<file path="src/rtl/mem_pkg.sv">
// Shared definitions for the store-buffered RAM front end: default widths,
// read FSM encoding and the store-buffer entry layout.
package mem_pkg;

  localparam int unsigned MEM_AW = 32;
  localparam int unsigned MEM_DW = 32;

  typedef enum logic [1:0] {
    IDLE   = 2'd0,
    RD_MEM = 2'd1,
    RESP   = 2'd2
  } rd_state_e;

  typedef struct packed {
    logic [MEM_AW-1:0] addr;
    logic [MEM_DW-1:0] data;
  } sb_entry_t;

endpackage

</file>
<file path="src/rtl/store_buf_mem_if_sb_fifo.sv">
// Store-buffer FIFO: DEPTH entries of {addr, data} with a parallel address
// compare that returns the data of the youngest matching valid entry.
module sb_fifo
  import mem_pkg::*;
#(
  parameter int unsigned DEPTH = 4,
  parameter int unsigned AW    = MEM_AW,
  parameter int unsigned DW    = MEM_DW
) (
  input  logic          clk_i,
  input  logic          rst_i,
  input  logic          push_i,
  input  logic [AW-1:0] push_addr_i,
  input  logic [DW-1:0] push_data_i,
  input  logic          pop_i,
  output logic          full_o,
  output logic          empty_o,
  output logic [AW-1:0] head_addr_o,
  output logic [DW-1:0] head_data_o,
  input  logic [AW-1:0] match_addr_i,
  output logic          match_hit_o,
  output logic [DW-1:0] match_data_o
);

  localparam int unsigned PW = $clog2(DEPTH);

  typedef struct packed {
    logic [AW-1:0] addr;
    logic [DW-1:0] data;
  } entry_t;

  entry_t        mem_q [DEPTH];
  logic [PW:0]   wr_ptr_q, rd_ptr_q, count;
  logic [PW-1:0] slot;

  assign count       = wr_ptr_q - rd_ptr_q;
  assign empty_o     = (wr_ptr_q == rd_ptr_q);
  assign full_o      = (wr_ptr_q[PW] != rd_ptr_q[PW]) &&
                       (wr_ptr_q[PW-1:0] == rd_ptr_q[PW-1:0]);
  assign head_addr_o = mem_q[rd_ptr_q[PW-1:0]].addr;
  assign head_data_o = mem_q[rd_ptr_q[PW-1:0]].data;

  always_ff @(posedge clk_i or posedge rst_i) begin
    if (rst_i) begin
      wr_ptr_q <= '0;
      rd_ptr_q <= '0;
    end else begin
      if (push_i) wr_ptr_q <= wr_ptr_q + (PW+1)'(1);
      if (pop_i)  rd_ptr_q <= rd_ptr_q + (PW+1)'(1);
    end
  end

  always_ff @(posedge clk_i) begin
    if (push_i) mem_q[wr_ptr_q[PW-1:0]] <= '{addr: push_addr_i, data: push_data_i};
  end

  // Walk oldest to youngest so the last hit wins.
  always_comb begin
    match_hit_o  = 1'b0;
    match_data_o = '0;
    slot         = '0;
    for (int unsigned k = 0; k < DEPTH; k++) begin
      slot = rd_ptr_q[PW-1:0] + PW'(k);
      if (((PW+1)'(k) < count) && (mem_q[slot].addr == match_addr_i)) begin
        match_hit_o  = 1'b1;
        match_data_o = mem_q[slot].data;
      end
    end
  end

endmodule

</file>
<file path="src/rtl/store_buf_mem_if.sv">
// CPU-side front end of the word RAM: buffered stores drained in the
// background, loads forwarded from the buffer or read from the RAM.
module store_buf_mem_if
  import mem_pkg::*;
#(
  parameter int unsigned DEPTH = 4,
  parameter int unsigned AW    = MEM_AW,
  parameter int unsigned DW    = MEM_DW
) (
  input  logic          clk,
  input  logic          rst,
  input  logic [AW-1:0] cpu_addr,
  input  logic [DW-1:0] cpu_wdata,
  input  logic          cpu_rd,
  input  logic          cpu_wr,
  output logic          cpu_busy,
  output logic [DW-1:0] cpu_rdata,
  output logic          cpu_rvalid,
  output logic          cpu_exc,
  output logic [AW-1:0] cpu_exc_addr,
  output logic [AW-1:0] mem_r_addr,
  output logic          mem_read,
  input  logic [DW-1:0] mem_r_line,
  input  logic          mem_rrdy,
  output logic [AW-1:0] mem_w_addr,
  output logic [DW-1:0] mem_w_line,
  output logic          mem_write,
  input  logic          mem_wrdy,
  input  logic          mem_exc
);

  rd_state_e     state_q;
  logic [AW-1:0] rd_addr_q, exc_addr_q;
  logic [DW-1:0] rdata_q;
  logic          rvalid_q, exc_q;

  logic          full, empty, wr_pend, push, pop, rd_acc, drain_exc, rd_exc;
  logic          fwd_hit;
  logic [DW-1:0] fwd_data, head_data;
  logic [AW-1:0] head_addr;

  sb_fifo #(
    .DEPTH(DEPTH),
    .AW   (AW),
    .DW   (DW)
  ) u_fifo (
    .clk_i       (clk),
    .rst_i       (rst),
    .push_i      (push),
    .push_addr_i (cpu_addr),
    .push_data_i (cpu_wdata),
    .pop_i       (pop),
    .full_o      (full),
    .empty_o     (empty),
    .head_addr_o (head_addr),
    .head_data_o (head_data),
    .match_addr_i(cpu_addr),
    .match_hit_o (fwd_hit),
    .match_data_o(fwd_data)
  );

  assign wr_pend  = ~empty;
  assign cpu_busy = (state_q != IDLE) | (cpu_wr & full);
  assign push     = cpu_wr & ~cpu_busy;
  assign rd_acc   = cpu_rd & ~cpu_wr & (state_q == IDLE);

  // Masking with the ready keeps the RAM from seeing a second request on
  // the cycle it completes the first.
  assign mem_write  = wr_pend & ~mem_wrdy;
  assign mem_read   = (state_q == RD_MEM) & ~mem_rrdy;
  assign mem_w_addr = wr_pend ? head_addr : '0;
  assign mem_w_line = wr_pend ? head_data : '0;
  assign mem_r_addr = rd_addr_q;

  // A shared exc goes to the drain whenever a write is outstanding.
  assign drain_exc = mem_exc & mem_write & ~mem_rrdy;
  assign rd_exc    = (state_q == RD_MEM) & mem_exc & ~mem_rrdy & ~mem_write;
  assign pop       = (wr_pend & mem_wrdy) | drain_exc;

  assign cpu_rdata    = rdata_q;
  assign cpu_rvalid   = rvalid_q;
  assign cpu_exc      = exc_q;
  assign cpu_exc_addr = exc_addr_q;

  always_ff @(posedge clk or posedge rst) begin
    if (rst) begin
      state_q    <= IDLE;
      rd_addr_q  <= '0;
      exc_addr_q <= '0;
      rdata_q    <= '0;
      rvalid_q   <= 1'b0;
      exc_q      <= 1'b0;
    end else begin
      rvalid_q <= 1'b0;
      exc_q    <= 1'b0;
      if (drain_exc) begin
        exc_q      <= 1'b1;
        exc_addr_q <= head_addr;
      end
      unique case (state_q)
        IDLE: begin
          if (rd_acc) begin
            if (fwd_hit) begin
              rdata_q  <= fwd_data;
              rvalid_q <= 1'b1;
              state_q  <= RESP;
            end else begin
              rd_addr_q <= cpu_addr;
              state_q   <= RD_MEM;
            end
          end
        end
        RD_MEM: begin
          if (mem_rrdy) begin
            rdata_q  <= mem_r_line;
            rvalid_q <= 1'b1;
            state_q  <= IDLE;
          end else if (rd_exc) begin
            exc_q      <= 1'b1;
            exc_addr_q <= rd_addr_q;
            rdata_q    <= '0;
            state_q    <= IDLE;
          end
        end
        RESP:    state_q <= IDLE;
        default: state_q <= IDLE;
      endcase
    end
  end

endmodule

</file>
<file path="config.mk">
export PLATFORM = sky130hd
export DESIGN_NAME = store_buf_mem_if
export DESIGN_NICKNAME = d
export VERILOG_FILES = /design/src/rtl/mem_pkg.sv /design/src/rtl/store_buf_mem_if_sb_fifo.sv /design/src/rtl/store_buf_mem_if.sv
export SDC_FILE = /design/constraint.sdc
export NUM_CORES = 1
export LEC_CHECK = 0
export BUFFER_PORTS_ARGS = -buffer_cell sky130_fd_sc_hd__buf_2
export CAP_MARGIN = 25
export CORE_MARGIN = 1.5
export CORE_UTILIZATION = 45
export DETAILED_ROUTE_END_ITERATION = 8
export PLACE_DENSITY_LB_ADDON = 0.25
export RECOVER_POWER = 50
export SLEW_MARGIN = 40
export SYNTH_ARGS = -nofsm -noshare
export SYNTH_HDL_FRONTEND = slang
export SYNTH_HIERARCHICAL = 1
export SYNTH_SLANG_ARGS = --single-unit
</file>
<file path="constraint.sdc">
create_clock -name clk -period 8.1 [get_ports clk]
set_input_delay 0.81 -clock clk [delete_from_list [all_inputs] [get_ports clk]]
set_output_delay 0.81 -clock clk [all_outputs]
set_load 0.01 [all_outputs]
</file>
==> flow_metrics.py, run 1 <==
metrics = {
    "run_status": {
        "status": "finished, violations left",
        "violations": "max-capacitance violations, max-slew violations",
    },
    "worst_setup_path": {
        "worstSetupStartpointType": "flop",
        "cp_slowest_cell": "nor4_1",
        "endpoint_kind": "flop",
        "cp_max_fo": 39,
        "crit_path_start": "u_fifo/rd_ptr_q[0]$_DFFE_PP0P_",
        "critPathCapture": "cpu_rdata[18]$_DFFE_PP0P_",
        "r2r-end": "cpu_rdata[18]$_DFFE_PP0P_",
        "reg2regPathDepth": 12,
        "path_cells": "buf_4 -> mux4_2 -> xnor2_1 -> nand4_1 -> nor4_1 -> and3_1 -> buf_4 -> or4_1 -> nor4bb_1 -> a2bb2oi_4 -> buf_8 -> mux2_2",
        "crit_required_ps": 8570,
        "cp.arrival_ps": 6190,
        "r2r_setup_slack_ps": 2380,
        "path_common_cell": "buf_4",
        "worstSetupPathType": "flop to flop",
        "rr_startpoint": "u_fifo/rd_ptr_q[0]$_DFFE_PP0P_",
        "critPathMaxStageDelay_ps": 660,
    },
    "clocking": {
        "postCtsSetupBuffers": 0,
        "cts_tree": "yes",
        "clock_sinks": 362,
        "ctsRootBufferMaster": "clkbuf_16",
        "clkTransAtPathRegs_ps": 60,
        "holdBufCountCts": 0,
        "cts.path.max_buffers": 3,
        "cts_inserted_buffers": 43,
        "ctsHtreeMaxLevel": 2,
        "cts_resized": 0,
        "clock_latency_ps": 580,
    },
    "global_routing": {
        "grt_pass1_vias": 14600,
        "antenna_found_initial": 7,
        "grt_max_degree": 130,
        "grt_pass1_wl_um": 91800,
        "grt_use_total": 0.244,
        "overflow": 0,
    },
    "pwr": {
        "clkPwrFrac": 0.193,
        "swShare": 0.383,
        "leakage_nw": 8.79,
        "p_comb_frac": 0.538,
        "switchingPower_mw": 3.79,
        "power.density_mw_per_mm2": 396,
        "p_int_mw": 6.09,
        "max-vdd-ir-drop_mv": 0.330,
        "finalPower_mw": 9.88,
        "p_seq_frac": 0.269,
    },
    "route": {
        "dr.pass1.iters": 5,
        "drc_errors": 0,
        "ant_nets": 0,
        "vias_per_cell": 6.28,
        "wl_um": 60300,
        "via_count": 14500,
        "wl_per_cell_um": 26.1,
        "drt-initial-drc-count": 1413,
    },
    "timing": {
        "period_share": 0.706,
        "skew_ps": 24.0,
        "period_minus_slack_ps": 5720,
        "worstMarginPinSlew_ps": 2830,
        "finalSetupViolCount": 0,
        "fin_tns_setup_ps": 0,
        "rsz0062_at_grt": "no",
        "maxSlewViolCount": 103,
        "hold_viol_final": 0,
        "max_clock_freq_mhz": 175,
        "max_slew_margin": -0.884,
    },
    "floorplan": {
        "die_area_mm2": 0.0499,
        "initial_core_util": 0.457,
        "die_width_um": 223,
        "io_pins": 268,
        "die_h_um": 223,
        "core.rowCount": 80,
        "core_area_mm2": 0.0478,
    },
    "yosys": {
        "synth_flop_cell": "edfxtp_1",
        "yosys-top-cells-area": "edfxtp_1, mux4_2, dfrtp_1",
        "synth_warnings": 6,
        "netlist_area_mm2": 0.0219,
        "synth_edf_count": 256,
        "syn-num-nets": 1555,
        "yosys.area.top_type": "edfxtp_1",
        "avgSynthCellArea_um2": 15.1,
        "synth-seq-area-share": 0.473,
        "ys_ff_latch": 362,
        "yosysUniqueCellTypes": 49,
        "syn_inst": 1444,
        "synth_top_area_frac": 0.351,
        "synthArstFlopShare": 0.293,
    },
    "layout": {
        "num-fill-cells": 4136,
        "final_layout_size_suffix_gt1_frac": 0.334,
        "mostFrequentLayoutCells": "edfxtp_1, mux4_2, clkbuf_1, buf_2, xnor2_1",
        "fin_nets": 1770,
        "syn_to_final_growth_pct": 14.0,
        "final_common_cell": "edfxtp_1",
        "post-route-util": 0.521,
    },
    "flow_run": {
        "maxCapViolations": 2,
    },
    "worst_hold_path": {
        "hold_class": "input port to async pin",
    },
    "placed_design": {
        "gp_congestion": 0.919,
        "dp_hpwl_um": 39800,
        "io_buffers": 267,
    },
}
[final cells by class]
| type | count | area [um^2] | share of cell area |
|---|---|---|---|
| repair buffers | 296 | 1440 | 0.0579 |
| clock inverters | 18 | 178 | 0.00713 |
| well taps | 615 | 769 | 0.0309 |
| inverters | 89 | 335 | 0.0134 |
| diodes | 2 | 5.00 | 0.000201 |
| clock buffers | 61 | 1200 | 0.0483 |
| flip-flops and latches | 362 | 10300 | 0.415 |
| multi-input cells | 867 | 10600 | 0.427 |
[synth_stat cells (all sizes together) (2+ instances only)]
| master | instances |
|---|---|
| a221oi | 60 |
| buf | 61 |
| nor2b | 65 |
| mux2i | 57 |
| and2 | 4 |
| ha | 7 |
| xnor2 | 109 |
| dfrtp | 106 |
| mux2 | 82 |
| nand4 | 22 |
| o21ai | 39 |
| nand2 | 37 |
| edfxtp | 256 |
| o22ai | 2 |
| inv | 89 |
| a21o | 2 |
| or4 | 2 |
| xor2 | 24 |
| and3 | 3 |
| nand2b | 2 |
| o2bb2ai | 35 |
| nor2 | 31 |
| clkbuf | 65 |
| nor3b | 2 |
| o2111ai | 2 |
| nand3 | 4 |
| nor3 | 5 |
| a21oi | 5 |
| nor4 | 12 |
| mux4 | 244 |
[per-stage QoR]
stage          cells  hold WS [ps]  setup WS [ps]  instance area [um^2]
6_report        2310           163           2380                 24900
4_1_cts         2306           159           1980                 25100
2_1_floorplan   1444           462           3270                 21900
3_5_place_dp    2227           484           2040                 23700
5_1_grt         2310           178           2010                 24900
3_3_place_gp    2224           475           2080                 23600
[state kept, by name, indices dropped and copies added, names as in the netlist]
signal	count
cpu_rvalid	1
mem_r_addr	32
state_q	2
cpu_rdata	32
cpu_exc	1
u_fifo/wr_ptr_q	3
u_fifo/rd_ptr_q	3
u_fifo/mem_q	256
cpu_exc_addr	32
[cells by family after synthesis]
logic type | share of synthesized area
and+or+nand+nor | 0.0487
buffers and inverters | 0.0439
muxes | 0.320
DFF | 0.473
adders and majority gates | 0.00492
xor gates and xnor gates | 0.0533
AOI/OAI and AO/OA | 0.0560
[worst max-delay path, delay by kind of cell, from the launching register on]
kind | cells | cell delay (ps)
compound gates | 1 | 500
xor+xnor | 1 | 270
buf+inv | 3 | 1350
flops | 1 | 620
mux | 2 | 960
simple gates | 5 | 1850
[worst min-delay path by stage]
| stage | endpoint | depth (start not counted) | start | slack, ps |
|---|---|---|---|---|
| after global placement | u_fifo/wr_ptr_q[2]$_DFFE_PP0P_ | 1 | u_fifo/wr_ptr_q[2]$_DFFE_PP0P_ | 480 |
| after detailed placement | u_fifo/rd_ptr_q[2]$_DFFE_PP0P_ | 1 | u_fifo/rd_ptr_q[2]$_DFFE_PP0P_ | 480 |
| after floorplan | u_fifo/wr_ptr_q[2]$_DFFE_PP0P_ | 1 | u_fifo/wr_ptr_q[2]$_DFFE_PP0P_ | 460 |
| after global routing | u_fifo/wr_ptr_q[2]$_DFFE_PP0P_ | 2 | rst | 180 |
| final | u_fifo/wr_ptr_q[2]$_DFFE_PP0P_ | 2 | rst | 160 |
| after CTS | u_fifo/wr_ptr_q[2]$_DFFE_PP0P_ | 2 | rst | 160 |
[power groups by stage]
stage / logic [mW] / registers (mW) / clock network (mW)
global placement: 5.25 / 2.70 / 0
global route: 5.71 / 2.71 / 2.01
CTS: 5.33 / 2.69 / 1.95
floorplan: 3.90 / 2.67 / 0
detailed placement: 5.30 / 2.72 / 0
finish: 5.31 / 2.66 / 1.91
[per-layer routing]
metal	track usage	vias to the layer above	part of all wire
li1	-	6171	-
met1	0.344	7622	0.42
met2	0.380	621	0.48
met3	0.0487	90	0.076
met4	0.0809	6	0.027
met5	0	-	0.00055
No activity file was read; power rests on OpenSTA's default activity.
==> inputs of run 2 (changes only) <==
==> constraint.sdc (replaced) <==
create_clock -name clk -period 5.8 [get_ports clk]
set_input_delay 0.58 -clock clk [delete_from_list [all_inputs] [get_ports clk]]
set_output_delay 0.58 -clock clk [all_outputs]
set_load 0.01 [all_outputs]
==> run 2 against run 1 <==
Against the previous run: the run still ends with max-capacitance violations, max-slew violations left; non-clock buffer count is 3 higher; largest power group unchanged; routed wire length rose by 0.63%; sequential share of layout area hardly changed.
==> flow_metrics.py, run 2 (synthesis gave the netlist of run 1 again) <==
metrics = {
    "pwr": {
        "switchingPower_mw": 5.31,
        "leakage_nw": 8.75,
        "swShare": 0.385,
        "finalPower_mw": 13.8,
        "clkPwrFrac": 0.186,
        "p_comb_frac": 0.545,
        "power.density_mw_per_mm2": 553,
        "p_seq_frac": 0.268,
        "max-vdd-ir-drop_mv": 0.392,
        "p_int_mw": 8.47,
    },
    "layout": {
        "syn_to_final_growth_pct": 14.0,
        "fin_area_mm2": 0.0249,
        "fin_nets": 1770,
        "num-fill-cells": 4043,
        "post-route-util": 0.521,
        "largest_reg_flops": 256,
        "mostFrequentLayoutCells": "edfxtp_1, mux4_2, clkbuf_1, xnor2_1",
        "final_layout_size_suffix_gt1_frac": 0.323,
        "final_common_cell": "edfxtp_1",
    },
    "timing": {
        "period_minus_slack_ps": 5100,
        "fin_tns_setup_ps": 0,
        "rsz0062_at_grt": "no",
        "worstMarginPinSlew_ps": 2490,
        "maxSlewViolCount": 50,
        "finalSetupViolCount": 0,
        "hold_viol_final": 0,
        "max_clock_freq_mhz": 196,
        "period_share": 0.880,
        "max_slew_margin": -0.666,
        "skew_ps": 27.5,
    },
    "floorplan": {
        "core_area_mm2": 0.0478,
        "io_pins": 268,
        "initial_core_util": 0.457,
        "core.rowCount": 80,
        "die_area_mm2": 0.0499,
        "die_h_um": 223,
        "die_width_um": 223,
    },
    "global_routing": {
        "top_usage_layer": "met2",
        "grt_pass1_vias": 14300,
        "grt_use_total": 0.244,
        "antenna_found_initial": 4,
        "overflow": 0,
        "grt_max_degree": 131,
        "use_met3": 0.0386,
        "use_met1": 0.347,
        "met2_usage": 0.384,
        "grt_pass1_wl_um": 91200,
    },
    "route": {
        "ant_nets": 0,
        "drc_errors": 0,
        "drt-initial-drc-count": 1386,
        "wl_um": 60700,
        "vias_per_cell": 6.32,
        "dr.pass1.iters": 5,
        "via_count": 14600,
        "wl_per_cell_um": 26.3,
    },
    "clocking": {
        "cts_inserted_buffers": 40,
        "ctsHtreeMaxLevel": 2,
        "cts.path.max_buffers": 3,
        "postCtsSetupBuffers": 0,
        "clock_sinks": 362,
        "clock_latency_ps": 570,
        "cts_resized": 0,
        "ctsRootBufferMaster": "clkbuf_16",
        "cts_tree": "yes",
        "holdBufCountCts": 1,
        "clkTransAtPathRegs_ps": 60,
    },
    "worst_setup_path": {
        "cp.arrival_ps": 5550,
        "endpoint_kind": "flop",
        "worstSetupStartpointType": "flop",
        "reg2regPathDepth": 13,
        "cp_max_fo": 64,
        "worstSetupPathType": "flop to flop",
        "crit_required_ps": 6240,
        "r2r_setup_slack_ps": 700,
    },
    "placed_design": {
        "io_buffers": 267,
        "placed_area_mm2": 0.0238,
        "dp_hpwl_um": 39700,
        "gp_congestion": 0.922,
    },
    "worst_hold_path": {
        "hold_class": "input port to flop",
        "min_path_cells": 1,
    },
    "run_status": {
        "violations": "max-capacitance violations, max-slew violations",
        "status": "finished, violations left",
    },
    "flow_run": {
        "maxCapViolations": 1,
    },
}
[run 2: cell type report]
cell class	count	area, um^2	area share
well taps	615	769	0.0309
flip-flops and latches	362	10300	0.415
inverters	89	335	0.0134
multi-input cells	867	10600	0.426
clock inverters	20	204	0.00818
clock buffers	54	1120	0.0447
diodes	1	2.50	0.000100
repair buffers	299	1530	0.0614
[run 2: path summary, 6_finish.rpt]
check | startpoint | to
max | u_fifo/rd_ptr_q[0]$_DFFE_PP0P_ | cpu_rdata[27]$_DFFE_PP0P_
min | cpu_wdata[21] | u_fifo/mem_q[3][21]$_DFFE_PP_
max reg2reg | u_fifo/rd_ptr_q[0]$_DFFE_PP0P_ | cpu_rdata[27]$_DFFE_PP0P_
min reg2reg | u_fifo/rd_ptr_q[2]$_DFFE_PP0P_ | u_fifo/rd_ptr_q[2]$_DFFE_PP0P_
max in group asynchronous | rst | cpu_rdata[3]$_DFFE_PP0P_
min in group asynchronous | rst | u_fifo/rd_ptr_q[2]$_DFFE_PP0P_
[run 2: stage by stage]
stage / hold WS (ps) / setup WS (ps) / instances
after global routing: 269 / 456 / 2307
after floorplan: 371 / 971 / 1444
after detailed placement: 479 / 819 / 2229
after global placement: 483 / 879 / 2228
after CTS: 202 / 813 / 2304
final: 270 / 696 / 2307
[run 2: metal layers]
metal / share of wire / up-vias
met3: 0.071 / 103
met5: 0.00077 / -
met4: 0.028 / 6
li1: - / 6175
met1: 0.42 / 7712
met2: 0.48 / 587
[run 2: worst max-delay path: stages, from the launching register on]
cell and delay [ps]:
dfrtp_4 440, buf_12 380, buf_16 390, mux4_2 600, xor2_1 220, nor4_2 330, nand4_1 110, or4_4 580
nor2_1 100, or4_1 270, nor4bb_1 460, a2bb2oi_4 160, buf_4 420, mux2_2 400
[run 2: power by group through the flow]
| stage | Sequential (mW) | Combinational [mW] | Clock (mW) |
|---|---|---|---|
| floorplan | 3.73 | 5.44 | 0 |
| finish | 3.69 | 7.52 | 2.57 |
| global route | 3.75 | 8.02 | 2.72 |
| detailed placement | 3.73 | 7.54 | 0 |
| global placement | 3.70 | 7.50 | 0 |
| CTS | 3.68 | 7.58 | 2.63 |
==> inputs of run 3 (changes only) <==
==> constraint.sdc (replaced) <==
create_clock -name clk -period 4.7 [get_ports clk]
set_input_delay 0.47 -clock clk [delete_from_list [all_inputs] [get_ports clk]]
set_output_delay 0.47 -clock clk [all_outputs]
set_load 0.01 [all_outputs]
==> run 3 against run 2 <==
Against the previous run: the flow still finishes with violations (max-capacitance violations, max-slew violations); first-iteration DRC count fell by 11%; combinational power rose by 27%; maximum frequency rose by 16%; sequential share of layout area fell by 0.41 points; critical path depth fell by 1; register-to-register slack got worse by 390 ps; design area rose by 1.0%; cell count rose by 1.3%; non-clock buffer count rose by 25; clock skew rose by 6.0 ps.
==> flow_metrics.py, run 3 (synthesis gave the netlist of run 1 again) <==
metrics = {
    "run_status": {
        "status": "finished, violations left",
        "violations": "max-capacitance violations, max-slew violations",
    },
    "clocking": {
        "postCtsSetupBuffers": 0,
        "cts.path.max_buffers": 3,
        "clock_sinks": 362,
        "clock_latency_ps": 580,
        "cts_tree": "yes",
        "cts_resized": 0,
        "holdBufCountCts": 1,
        "ctsHtreeMaxLevel": 2,
        "clkTransAtPathRegs_ps": 60,
        "cts_inserted_buffers": 41,
        "ctsRootBufferMaster": "clkbuf_16",
    },
    "flow_run": {
        "maxCapViolations": 1,
    },
    "worst_setup_path": {
        "worstSetupPathType": "flop to flop",
        "rr_startpoint": "u_fifo/rd_ptr_q[0]$_DFFE_PP0P_",
        "cp.arrival_ps": 4830,
        "reg2regPathDepth": 12,
        "r2r_setup_slack_ps": 310,
        "worstSetupStartpointType": "flop",
        "crit_required_ps": 5140,
        "endpoint_kind": "flop",
        "r2r-end": "mem_r_addr[1]$_DFFE_PP0P_",
        "cp_max_fo": 18,
    },
    "timing": {
        "skew_ps": 33.5,
        "fin_tns_setup_ps": 0,
        "worstMarginPinSlew_ps": 3260,
        "hold_viol_final": 0,
        "max_slew_margin": -1.19,
        "rsz0062_at_grt": "no",
        "period_minus_slack_ps": 4390,
        "max_clock_freq_mhz": 228,
        "finalSetupViolCount": 0,
        "period_share": 0.934,
        "maxSlewViolCount": 63,
    },
    "placed_design": {
        "dp_cells": 2256,
        "gp_congestion": 0.948,
        "placed_area_mm2": 0.0240,
        "io_buffers": 267,
        "dp_hpwl_um": 40800,
    },
    "layout": {
        "num-fill-cells": 4037,
        "mostFrequentLayoutCells": "edfxtp_1, mux4_2, clkbuf_1, xnor2_1",
        "final_common_cell": "edfxtp_1",
        "fin_area_mm2": 0.0252,
        "post-route-util": 0.526,
        "layout.cells.non_filler": 2336,
        "fin_nets": 1796,
        "syn_to_final_growth_pct": 15.2,
        "final_layout_size_suffix_gt1_frac": 0.334,
        "largest_reg_flops": 256,
    },
    "floorplan": {
        "die_area_mm2": 0.0499,
        "initial_core_util": 0.457,
        "core_area_mm2": 0.0478,
        "io_pins": 268,
        "die_h_um": 223,
        "core.rowCount": 80,
        "die_width_um": 223,
    },
    "route": {
        "ant_nets": 0,
        "wl_per_cell_um": 26.1,
        "drt-initial-drc-count": 1235,
        "drc_errors": 0,
        "vias_per_cell": 6.27,
        "via_count": 14600,
        "dr.pass1.iters": 5,
        "wl_um": 61100,
    },
    "worst_hold_path": {
        "hold_class": "input port to flop",
        "worstHoldEndpoint": "u_fifo/mem_q[1][14]$_DFFE_PP_",
        "hold_path.startpoint": "cpu_wdata[14]",
        "min_path_cells": 1,
    },
    "global_routing": {
        "grt_use_total": 0.244,
        "grt_pass1_vias": 14600,
        "grt_pass1_wl_um": 91400,
        "antenna_found_initial": 5,
        "overflow": 0,
        "grt_max_degree": 87,
    },
    "pwr": {
        "finalPower_mw": 17.3,
        "power.density_mw_per_mm2": 689,
        "max-vdd-ir-drop_mv": 0.446,
        "leakage_nw": 8.89,
    },
}
run 3: cell types whose count changed in the layout (fill, tap and decap cells not counted), sizes merged:
cell / before / now
buf: 135 / 159
clkbuf: 217 / 220
clkinv: 15 / 12
inv: 88 / 91
diode: 1 / 3
bufinv: 4 / 5
clkinvlp: 2 / 1
run 3: metal layers:
layer / wire (um) / track usage / up-vias
met3: 5190 / 0.0561 / 98
li1: - / - / 6229
met4: 1660 / 0.0724 / 4
met1: 25100 / 0.335 / 7640
met2: 29100 / 0.389 / 669
met5: 25 / 0 / -
run 3: worst max-delay path, stage by stage, from the launching register on:
cell     delay (ps)
dfrtp_4         500
ha_4            490
buf_12          200
buf_4           150
mux4_2          510
xor2_1          310
nor4_1          130
and3_2          220
or4_1           560
buf_4           190
nor4_4          290
buf_4           320
mux2_2          360
run 3: final cells by class:
cell class / count / area, um^2 / area share
clock buffer: 56 / 1100 / 0.0438
tap: 615 / 769 / 0.0305
clock inverter: 20 / 241 / 0.00959
antenna: 3 / 7.51 / 0.000298
multi-input combinational: 867 / 10600 / 0.422
timing repair buffer: 324 / 1750 / 0.0694
sequential: 362 / 10300 / 0.411
inverter: 89 / 335 / 0.0133
run 3: report_power, final:
part	switching (mW)	internal, mW
Sequential	0.444	4.12
Combinational	4.89	4.65
Clock	1.32	1.93
run 3: worst max path at each step:
stage                                               from                    endpoint  slack [ps]  depth (start not counted)
after floorplan           u_fifo/rd_ptr_q[1]$_DFFE_PP0P_  mem_r_addr[10]$_DFFE_PP0P_         330                         15
after global placement    u_fifo/rd_ptr_q[0]$_DFFE_PP0P_   cpu_rdata[16]$_DFFE_PP0P_         360                         14
after detailed placement  u_fifo/rd_ptr_q[1]$_DFFE_PP0P_  mem_r_addr[24]$_DFFE_PP0P_         290                         12
after CTS                 u_fifo/rd_ptr_q[0]$_DFFE_PP0P_  mem_r_addr[26]$_DFFE_PP0P_         260                         12
after global routing      u_fifo/rd_ptr_q[0]$_DFFE_PP0P_   cpu_rdata[15]$_DFFE_PP0P_          40                         14
final                     u_fifo/rd_ptr_q[0]$_DFFE_PP0P_   mem_r_addr[1]$_DFFE_PP0P_         310                         12
run 3: per-stage QoR:
step	hold WS (ps)	setup slack, ps
finish	143	310
global placement	449	356
detailed placement	465	285
global route	137	43.1
floorplan	261	328
CTS	66.9	259
